`config.mk`:
```
export PLATFORM = sky130hd
export DESIGN_NAME = spi_cmd_bridge
export DESIGN_NICKNAME = d
export VERILOG_FILES = /design/src/rtl/spi_cmd_bridge.sv
export SDC_FILE = /design/constraint.sdc
export NUM_CORES = 1
export LEC_CHECK = 0
export ABC_AREA = 1
export ABC_CLOCK_PERIOD_IN_PS = 1900
export CELL_PAD_IN_SITES_DETAIL_PLACEMENT = 1
export CELL_PAD_IN_SITES_GLOBAL_PLACEMENT = 2
export CORE_ASPECT_RATIO = 1.1
export CORE_UTILIZATION = 27
export DETAILED_ROUTE_END_ITERATION = 6
export GPL_TIMING_DRIVEN = 0
export PLACE_DENSITY_LB_ADDON = 0.15
export REMOVE_ABC_BUFFERS = 1
export SYNTH_ARGS = -nofsm -noshare
export SYNTH_HDL_FRONTEND = slang
export SYNTH_SLANG_ARGS = --single-unit
```
`constraint.sdc`:
```
create_clock -name clk -period 1.9 [get_ports clk]
set_input_delay 0.38 -clock clk [delete_from_list [all_inputs] [get_ports clk]]
set_output_delay 0.38 -clock clk [all_outputs]
set_load 0.005 [all_outputs]
```
`src/rtl/spi_cmd_bridge.sv`:
```
// Decodes SPI command bytes into single read/write transactions on the internal memory bus.
// Optional: define SPI_CMD_BRIDGE_AUTOINC_EN to post-increment bus_addr on every completed transaction.
module spi_cmd_bridge #(
  parameter int ADDR_WIDTH = 16
) (
  input  logic                  clk,
  input  logic                  reset,
  input  logic                  spi_cs_n,
  input  logic                  spi_done,
  input  logic [7:0]            spi_rx,
  output logic [7:0]            spi_tx,
  output logic [ADDR_WIDTH-1:0] bus_addr,
  output logic [7:0]            bus_wr_data,
  output logic                  bus_we,
  output logic                  bus_req,
  input  logic                  bus_ack,
  input  logic [7:0]            bus_rd_data,
  output logic                  busy,
  output logic                  overrun
);

  typedef enum logic [2:0] {CMD, ADDR_HI, ADDR_LO, DATA, ISSUE, WAIT_ACK} state_t;

  state_t     state_q, state_d;
  logic       done_p0, done_p1, done_p2;
  logic       cs_p0, cs_p1;
  logic       byte_vld;
  logic       deselect;
  logic       in_flight;
  logic [1:0] op_q;
  logic       op_wr;

  // Stage p0/p1: 2-FF synchronisers; p2: edge-detect history. Idle levels (done=1, cs_n=1)
  // are the reset values so releasing reset never fabricates a byte event.
  always_ff @(posedge clk or posedge reset) begin
    if (reset) begin
      done_p0 <= 1'b1;
      done_p1 <= 1'b1;
      done_p2 <= 1'b1;
      cs_p0   <= 1'b1;
      cs_p1   <= 1'b1;
    end else begin
      done_p0 <= spi_done;
      done_p1 <= done_p0;
      done_p2 <= done_p1;
      cs_p0   <= spi_cs_n;
      cs_p1   <= cs_p0;
    end
  end

  assign byte_vld  = done_p1 & ~done_p2 & ~cs_p1;
  assign deselect  = cs_p1;
  assign in_flight = (state_q == ISSUE) || (state_q == WAIT_ACK);
  assign op_wr     = ~op_q[0];
  assign busy      = (state_q != CMD);

  always_ff @(posedge clk or posedge reset) begin
    if (reset) state_q <= CMD;
    else       state_q <= state_d;
  end

  always_comb begin
    state_d = state_q;
    case (state_q)
      CMD: if (byte_vld) begin
        case (spi_rx[7:6])
          2'b00, 2'b01: state_d = ADDR_HI;
          2'b10:        state_d = DATA;
          default:      state_d = ISSUE;
        endcase
      end
      ADDR_HI:  if (byte_vld) state_d = ADDR_LO;
      ADDR_LO:  if (byte_vld) state_d = op_wr ? DATA : ISSUE;
      DATA:     if (byte_vld) state_d = ISSUE;
      ISSUE:    state_d = WAIT_ACK;
      WAIT_ACK: if (bus_ack) state_d = CMD;
      default:  state_d = CMD;
    endcase
    // A started bus transaction always runs to completion, even across deselect.
    if (deselect && !in_flight) state_d = CMD;
  end

  // Byte capture and bus side: operands land directly in the bus registers.
  always_ff @(posedge clk or posedge reset) begin
    if (reset) begin
      op_q        <= 2'b00;
      bus_addr    <= '0;
      bus_wr_data <= 8'h00;
      bus_we      <= 1'b0;
      bus_req     <= 1'b0;
      spi_tx      <= 8'h00;
      overrun     <= 1'b0;
    end else begin
      if (state_q == CMD && byte_vld) op_q <= spi_rx[7:6];
      if (state_q == ADDR_HI && byte_vld) bus_addr[ADDR_WIDTH-1:8] <= spi_rx[ADDR_WIDTH-9:0];
      if (state_q == ADDR_LO && byte_vld) bus_addr[7:0] <= spi_rx;
      if (state_q == DATA && byte_vld) bus_wr_data <= spi_rx;
      if (state_q == ISSUE) begin
        bus_req <= 1'b1;
        bus_we  <= op_wr;
      end
      if (state_q == WAIT_ACK && bus_ack) begin
        bus_req <= 1'b0;
        if (!bus_we) spi_tx <= bus_rd_data;
`ifdef SPI_CMD_BRIDGE_AUTOINC_EN
        bus_addr <= bus_addr + 1'b1;
`endif
      end
      if (deselect)                    overrun <= 1'b0;
      else if (byte_vld && in_flight)  overrun <= 1'b1;
    end
  end

endmodule

```
==> results of run 1 <==
[layer usage]
layer	wire, um	up-vias
li1	-	734
met1	1980	679
met2	2150	39
met3	230	2
met4	18	0
met5	0	-
[sequential cells by signal, summed over array words and instances, names as in the netlist, 3 cells and up]
signal	count
bus_wr_data	8
bus_addr	16
state_q	3
spi_tx	8
[report_power, final]
part / switching [mW] / internal (mW) / total (mW)
clock network: 0.315 / 0.296 / 0.611
registers: 0.236 / 1.30 / 1.54
logic: 0.596 / 0.871 / 1.47
[final cells by class]
class / instances / area (um2) / share of cell area [%]
multi-input combinational: 125 / 653 / 24.8
sequential: 44 / 1110 / 42.1
inverter: 21 / 78.8 / 2.99
clock inverter: 1 / 7.51 / 0.285
timing repair buffer: 59 / 598 / 22.7
clock buffer: 7 / 86.3 / 3.27
tap: 82 / 103 / 3.89
[cells in the final DEF, fill, tap and decap left out, drive strengths merged]
cell / count
buf: 3
clkbuf: 7
clkdlybuf4s50: 55
clkinv: 1
clkinvlp: 1
dfrtp: 39
dfstp: 5
dlymetal6s2s: 1
inv: 20
nand2: 65
nand3: 17
nor2: 11
nor3: 2
o21ai: 29
o21bai: 1
[what timing repair did]
item,in CTS,in global routing
gates resized for setup,2,4
cloned,0,0
hold buffers,0,0
endpoints found under the setup margin,1,1
setup buffers,0,2
endpoints found under the hold margin,0,0
[kinds of logic after synthesis]
kind of cell | after synthesis
simple gates | 95
compound gates | 30
buf+inv | 25
flops | 44
[final timing paths]
path	to	slack (ps)
worst min register to register	cs_p1$_DFF_PP1_	360
worst max register to register	bus_addr[10]$_DFFE_PP0P_	370
max in group asynchronous	cs_p0$_DFF_PP1_	1020
min in group clk	cs_p1$_DFF_PP1_	360
worst min-delay path	spi_tx[6]$_DFFE_PP0P_	350
worst max-delay path	bus_we	350
==> reports/qor.yml, run 1 <==
outcome:
  run_status: "complete, no violations"
sta:
  post-route-min-period_ps: 1550
  final_total_negative_setup_slack_ps: 0
  clock.fmax_mhz: 644
  max_transition_viols_final: 0
  finalSetupViolCount: 0
  fin_hold_ws_ps: 346
  tightestPinTransition_ps: 416
  final_min_period_over_clock_period_pct: 81.8
  hold_viol_final: 0
  post-route-worst-setup-slack_ps: 346
  relative_max_transition_margin_pct: 72.2
  skew_final_ps: 3.75
  rsz0062_at_grt: "no"
worst_setup_path:
  critical_path_depth: 1
  cp_cell_sequence: "clkdlybuf4s50_1"
  worst-path-max-fanout: 3
  worst_setup_path_end_kind: "primary output"
  path_buf_inv: 1
  critical_path.slowest_cell: "clkdlybuf4s50_1"
  setup.worst_path.class: "reg -> out"
  worst_ep_arrival_time_ps: 1170
  max_stage_delay_ps: 510
  timing.critical_path.from_type: "register"
  rr_worst_depth: 5
  worst-endpoint-required_ps: 1520
  setup.worst_path.start: "bus_we$_DFFE_PP0P_"
  worstReg2RegStart: "done_p1$_DFF_PP1_"
  crit_family: "buffers and inverters"
floorplanning:
  die-height_um: 89.4
  initial_utilization_pct: 28.3
  core_area_um2: 6630
  die_ar_um2: 7290
  number_of_placement_rows: 31
  ioPinCount: 57
  die_x_um: 81.5
global_route:
  grt_util_all_layers_pct: 13.1
  global_route.peak_usage_layer: "met2"
  grt.met1_usage_pct: 15.5
  largest_net_degree_at_the_start_of_global_routing: 33
  grt_pass1_vias: 1513
  grt-ovfl-total: 0
  grt_first_pass_wirelength_um: 7130
  grt_antenna_before_repair: 0
  groute.layer.met2.usage_pct: 22.7
  global_route.usage.met3_pct: 3.37
synthesis:
  synth-edff-count: 0
  ys_warn_count: 0
  synth_fa_ha_area_share_pct: 0
  post_synth_main_area_contributors: "dfrtp_1 52%, nand2_1 12%, o21ai_2 7.5%, dfstp_2 7.0%, nand3_1 4.3%"
  synth-seq-cells: 44
  area_share_of_and_or_nand_nor_cells_after_synthesis_pct: 22.9
  synth.area.mux_share_pct: 0
  ranking_of_synthesized_cells_by_instance_count: "62 x nand2_1, 39 x dfrtp_1, 18 x inv_1"
  synth-async-reset-ratio_pct: 100
  synth.yosys.seq_area_share_pct: 59.0
  synth_top_area_share_pct: 52.0
  cell_with_the_most_instances_after_synthesis: "nand2_1"
  area_leader_netlist: "dfrtp_1"
  synth.cell_area_um2: 1880
  dominantRegCellSynth: "dfrtp_1"
  synth_compound_area_share_pct: 11.3
  syn-mean-instance-area_um2: 9.67
  synth_xor_area_share_pct: 0
  combinational_family_with_the_most_area_after_synthesis: "simple AND/OR/NAND/NOR gates"
  gate_count_after_technology_mapping: 194
  synthDistinctLibCells: 21
clock_tree:
  cts.root.buffer_cell: "clkbuf_8"
  clkSinkCount: 44
  tritoncts_clock_tree: "done"
  maximum_clock_path_buffer_count: 2
  clkLatencyLatePin_ps: 290
  cts_buffers: 5
  path_clk_slew_ps: 80
  htree_levels: 2
pwr:
  total_leakage_power_nw: 1.25
  max-vdd-ir-drop_mv: 0.484
  power_mw: 3.61
  powerDensity_nw_per_um2: 1370
placed_design:
  placedCellCount: 329
  port_buffers: 56
  post-place-ws_ps: 253
  gp_congestion: 0.725
  post_dp_cell_area_um2: 2510
  detailedPlacementHpwl_um: 3180
run:
  maxCapViolations: 0
cells_and_area:
  final_cells: 339
  final_net_count: 277
  antenna_cells_inserted: 0
  fill_cells: 761
  final_cell_area_um2: 2640
  layout-area-overhead-vs-synth_pct: 40.5
  fin_util_pct: 39.8
  final_layout_size_suffix_gt1_share_pct: 18.3
drt:
  dr.first_iter.drc_count: 46
  avgRoutedWirePerCell_um: 12.9
  detail_route.first_pass.iterations: 5
  postRouteWirelength_um: 4380
  drc: 0
  detailroute.via_count: 1454
  post_drt_via_cell_ratio: 4.29
  antenna_violating_nets_post_route: 0
min_path:
  hold_path_class: "in -> async"
Power figures use the tool's default switching activity.
==> inputs of run 2 (changes only) <==
Settings changed: ABC_CLOCK_PERIOD_IN_PS 1900 to 1370, CORE_UTILIZATION 27 to 25.
Clock period 1.9 ns to 1.37 ns, I/O delays scaled along.
==> reports/qor.yml, run 2 (synthesized netlist as in run 1, its figures left out) <==
global_route:
  global_route.usage.met3_pct: 3.21  # was 3.37%
  grt-ovfl-total: 0  # unchanged
  grt_pass1_vias: 1696  # was 1513
  global_route.peak_usage_layer: "met2"  # unchanged
  grt_util_all_layers_pct: 14.2  # was 13.1%
  largest_net_degree_at_the_start_of_global_routing: 29  # was 33
  grt_antenna_before_repair: 0  # unchanged
  grt_first_pass_wirelength_um: 8540  # was 7130 um
  grt.met1_usage_pct: 18.0  # was 15.5%
  groute.layer.met2.usage_pct: 24.7  # was 22.7%
placed_design:
  post_dp_cell_area_um2: 2510  # about the same
  gp_congestion: 0.746  # was 0.725
  detailedPlacementHpwl_um: 3330  # was 3180 um
  placedCellCount: 332  # was 329
  port_buffers: 56  # unchanged
cells_and_area:
  final_cell_area_um2: 2930  # was 2640 um2
  layout-area-overhead-vs-synth_pct: 56.0  # was 40.5%
  final_layout_size_suffix_gt1_share_pct: 31.5  # was 18.3%
  largest_register: "bus_addr"  # unchanged
  final_net_count: 294  # was 277
  final_cells: 358  # was 339
  layout_common_cells: "45 x nand2_1, 37 x dfrtp_1, 35 x dlygate4sd2_1, 20 x clkdlybuf4s50_1, 16 x o21ai_2"  # was 62 x nand2_1, 55 x clkdlybuf4s50_1, 36 x dfrtp_1, 17 x inv_1
  antenna_cells_inserted: 0  # unchanged
  largest_register_ffs: 16  # unchanged
  most_common_library_cell_in_the_layout_ignoring_fill_and_taps: "nand2_1"  # unchanged
  reg_top3: "bus_addr: 16 flops, bus_wr_data: 8 flops, spi_tx: 8 flops"  # unchanged
  fin_util_pct: 41.1  # was 39.8%
sta:
  hold_viol_final: 0  # unchanged
  relative_max_transition_margin_pct: 71.3  # was 72.2%
  final_total_negative_setup_slack_ps: -46.7  # was 0 ps
  finalSetupViolCount: 8  # was 0
  rsz0062_at_grt: "yes"  # was no
  skew_final_ps: 7.78  # was 3.75 ps
  max_transition_viols_final: 0  # unchanged
  post-route-worst-setup-slack_ps: -9.16  # was 346 ps
  final_min_period_over_clock_period_pct: 101
  tightestPinTransition_ps: 430  # was 416 ps
  post-route-min-period_ps: 1380
  clock.fmax_mhz: 725
drt:
  avgRoutedWirePerCell_um: 14.7  # was 12.9 um
  dr.first_iter.drc_count: 68  # was 46
  antenna_violating_nets_post_route: 0  # unchanged
  detailroute.via_count: 1593  # was 1454
  post_drt_via_cell_ratio: 4.45  # was 4.29
  drc: 2  # was 0
  detail_route.first_pass.iterations: 7  # was 5
  postRouteWirelength_um: 5260  # was 4380 um
worst_setup_path:
  timing.critical_path.from_type: "register"  # unchanged
  setup.worst_path.class: "reg -> reg"  # was reg -> out
  setup.reg_to_reg.worst_slack_ps: -9  # was 370 ps
  worst-path-max-fanout: 8  # was 3
  worst_setup_path_end_kind: "register"  # was primary output
  worst-endpoint-required_ps: 1560  # was 1520 ps
  worst_ep_arrival_time_ps: 1570  # was 1170 ps
min_path:
  hold_path_class: "in -> async"  # unchanged
floorplanning:
  ioPinCount: 57  # unchanged
  number_of_placement_rows: 32  # was 31
  die_x_um: 84.6  # was 81.5 um
  die-height_um: 92.9  # was 89.4 um
  core_area_um2: 7130  # was 6630 um2
  initial_utilization_pct: 26.3  # was 28.3%
  die_ar_um2: 7860  # was 7290 um2
pwr:
  power_mw: 5.17  # was 3.61 mW
  total_leakage_power_nw: 1.40  # was 1.25 nW
  max-vdd-ir-drop_mv: 0.690  # was 0.484 mV
  powerDensity_nw_per_um2: 1770  # was 1370 nW/um2
clock_tree:
  clkLatencyLatePin_ps: 300  # was 290 ps
  post_cts_hold_fix_bufs: 0  # unchanged
  htree_levels: 2  # unchanged
  maximum_clock_path_buffer_count: 2  # unchanged
  cts.root.buffer_cell: "clkbuf_8"  # unchanged
  clkSinkCount: 44  # unchanged
  cts_buffers: 5  # unchanged
  tritoncts_clock_tree: "done"  # unchanged
  path_clk_slew_ps: 90  # was 80 ps
outcome:
  failed_checks: "design-rule violations, negative setup slack"
  run_status: "finished with violations"  # was complete, no violations
run:
  maxCapViolations: 0  # unchanged
-- run 2: what timing repair did --
item / in CTS / in global routing
gates resized for setup: 53 / 36
endpoints found under the hold margin: 0 / 0
pin swaps: 9 / 13
gates cloned: 3 / 0
setup endpoints to repair: 68 / 37
buffers inserted: 9 / 7
-- run 2: report_power, final --
group	switching (mW)	total, mW	internal (mW)
logic	1.07	2.23	1.16
registers	0.342	2.15	1.80
clock network	0.450	0.796	0.346
-- run 2: worst max-delay path: stages (launching register included) --
cell and delay (ps):
dfrtp_2 440, buf_6 150, nor2_4 120, inv_2 70
nor2_4 120, buf_12 130, nand2_8 100, nand2_2 80
o21ai_2 40
-- run 2: area by class of cell --
cell class              instances  area (um2)
inverters                      21        83.8
fillers                       821        4200
well taps                      85         106
clock inverters                 2        12.5
flip-flops and latches         44        1110
repair buffers                 73         721
clock buffers                   5        68.8
multi-input cells             128         826
-- run 2: metrics by stage --
stage / setup WS (ps) / hold WS, ps
floorplan: 73.2 / 278
global placement: -998 / 346
detailed placement: -212 / 348
CTS: -33.5 / 298
global route: -88.1 / 325
finish: -9.16 / 284
-- run 2: worst paths after layout --
kind | end | depth (start not counted) | from
worst max-delay path | bus_wr_data[1]$_DFFE_PP0P_ | 8 | state_q[2]$_DFFE_PP0P_
worst min-delay path | spi_tx[7]$_DFFE_PP0P_ | 2 | reset
worst max register to register | bus_wr_data[1]$_DFFE_PP0P_ | 8 | state_q[2]$_DFFE_PP0P_
worst min register to register | cs_p1$_DFF_PP1_ | 0 | cs_p0$_DFF_PP1_
max in group asynchronous | done_p2$_DFF_PP1_ | 3 | reset
min in group clk | cs_p1$_DFF_PP1_ | 0 | cs_p0$_DFF_PP1_
-- run 2: metal layers --
metal  wire length (um)  vias up
met3                204        5
met4                 45        0
li1                   -      779
met5                  0        -
met2               2600       42
met1               2410      767
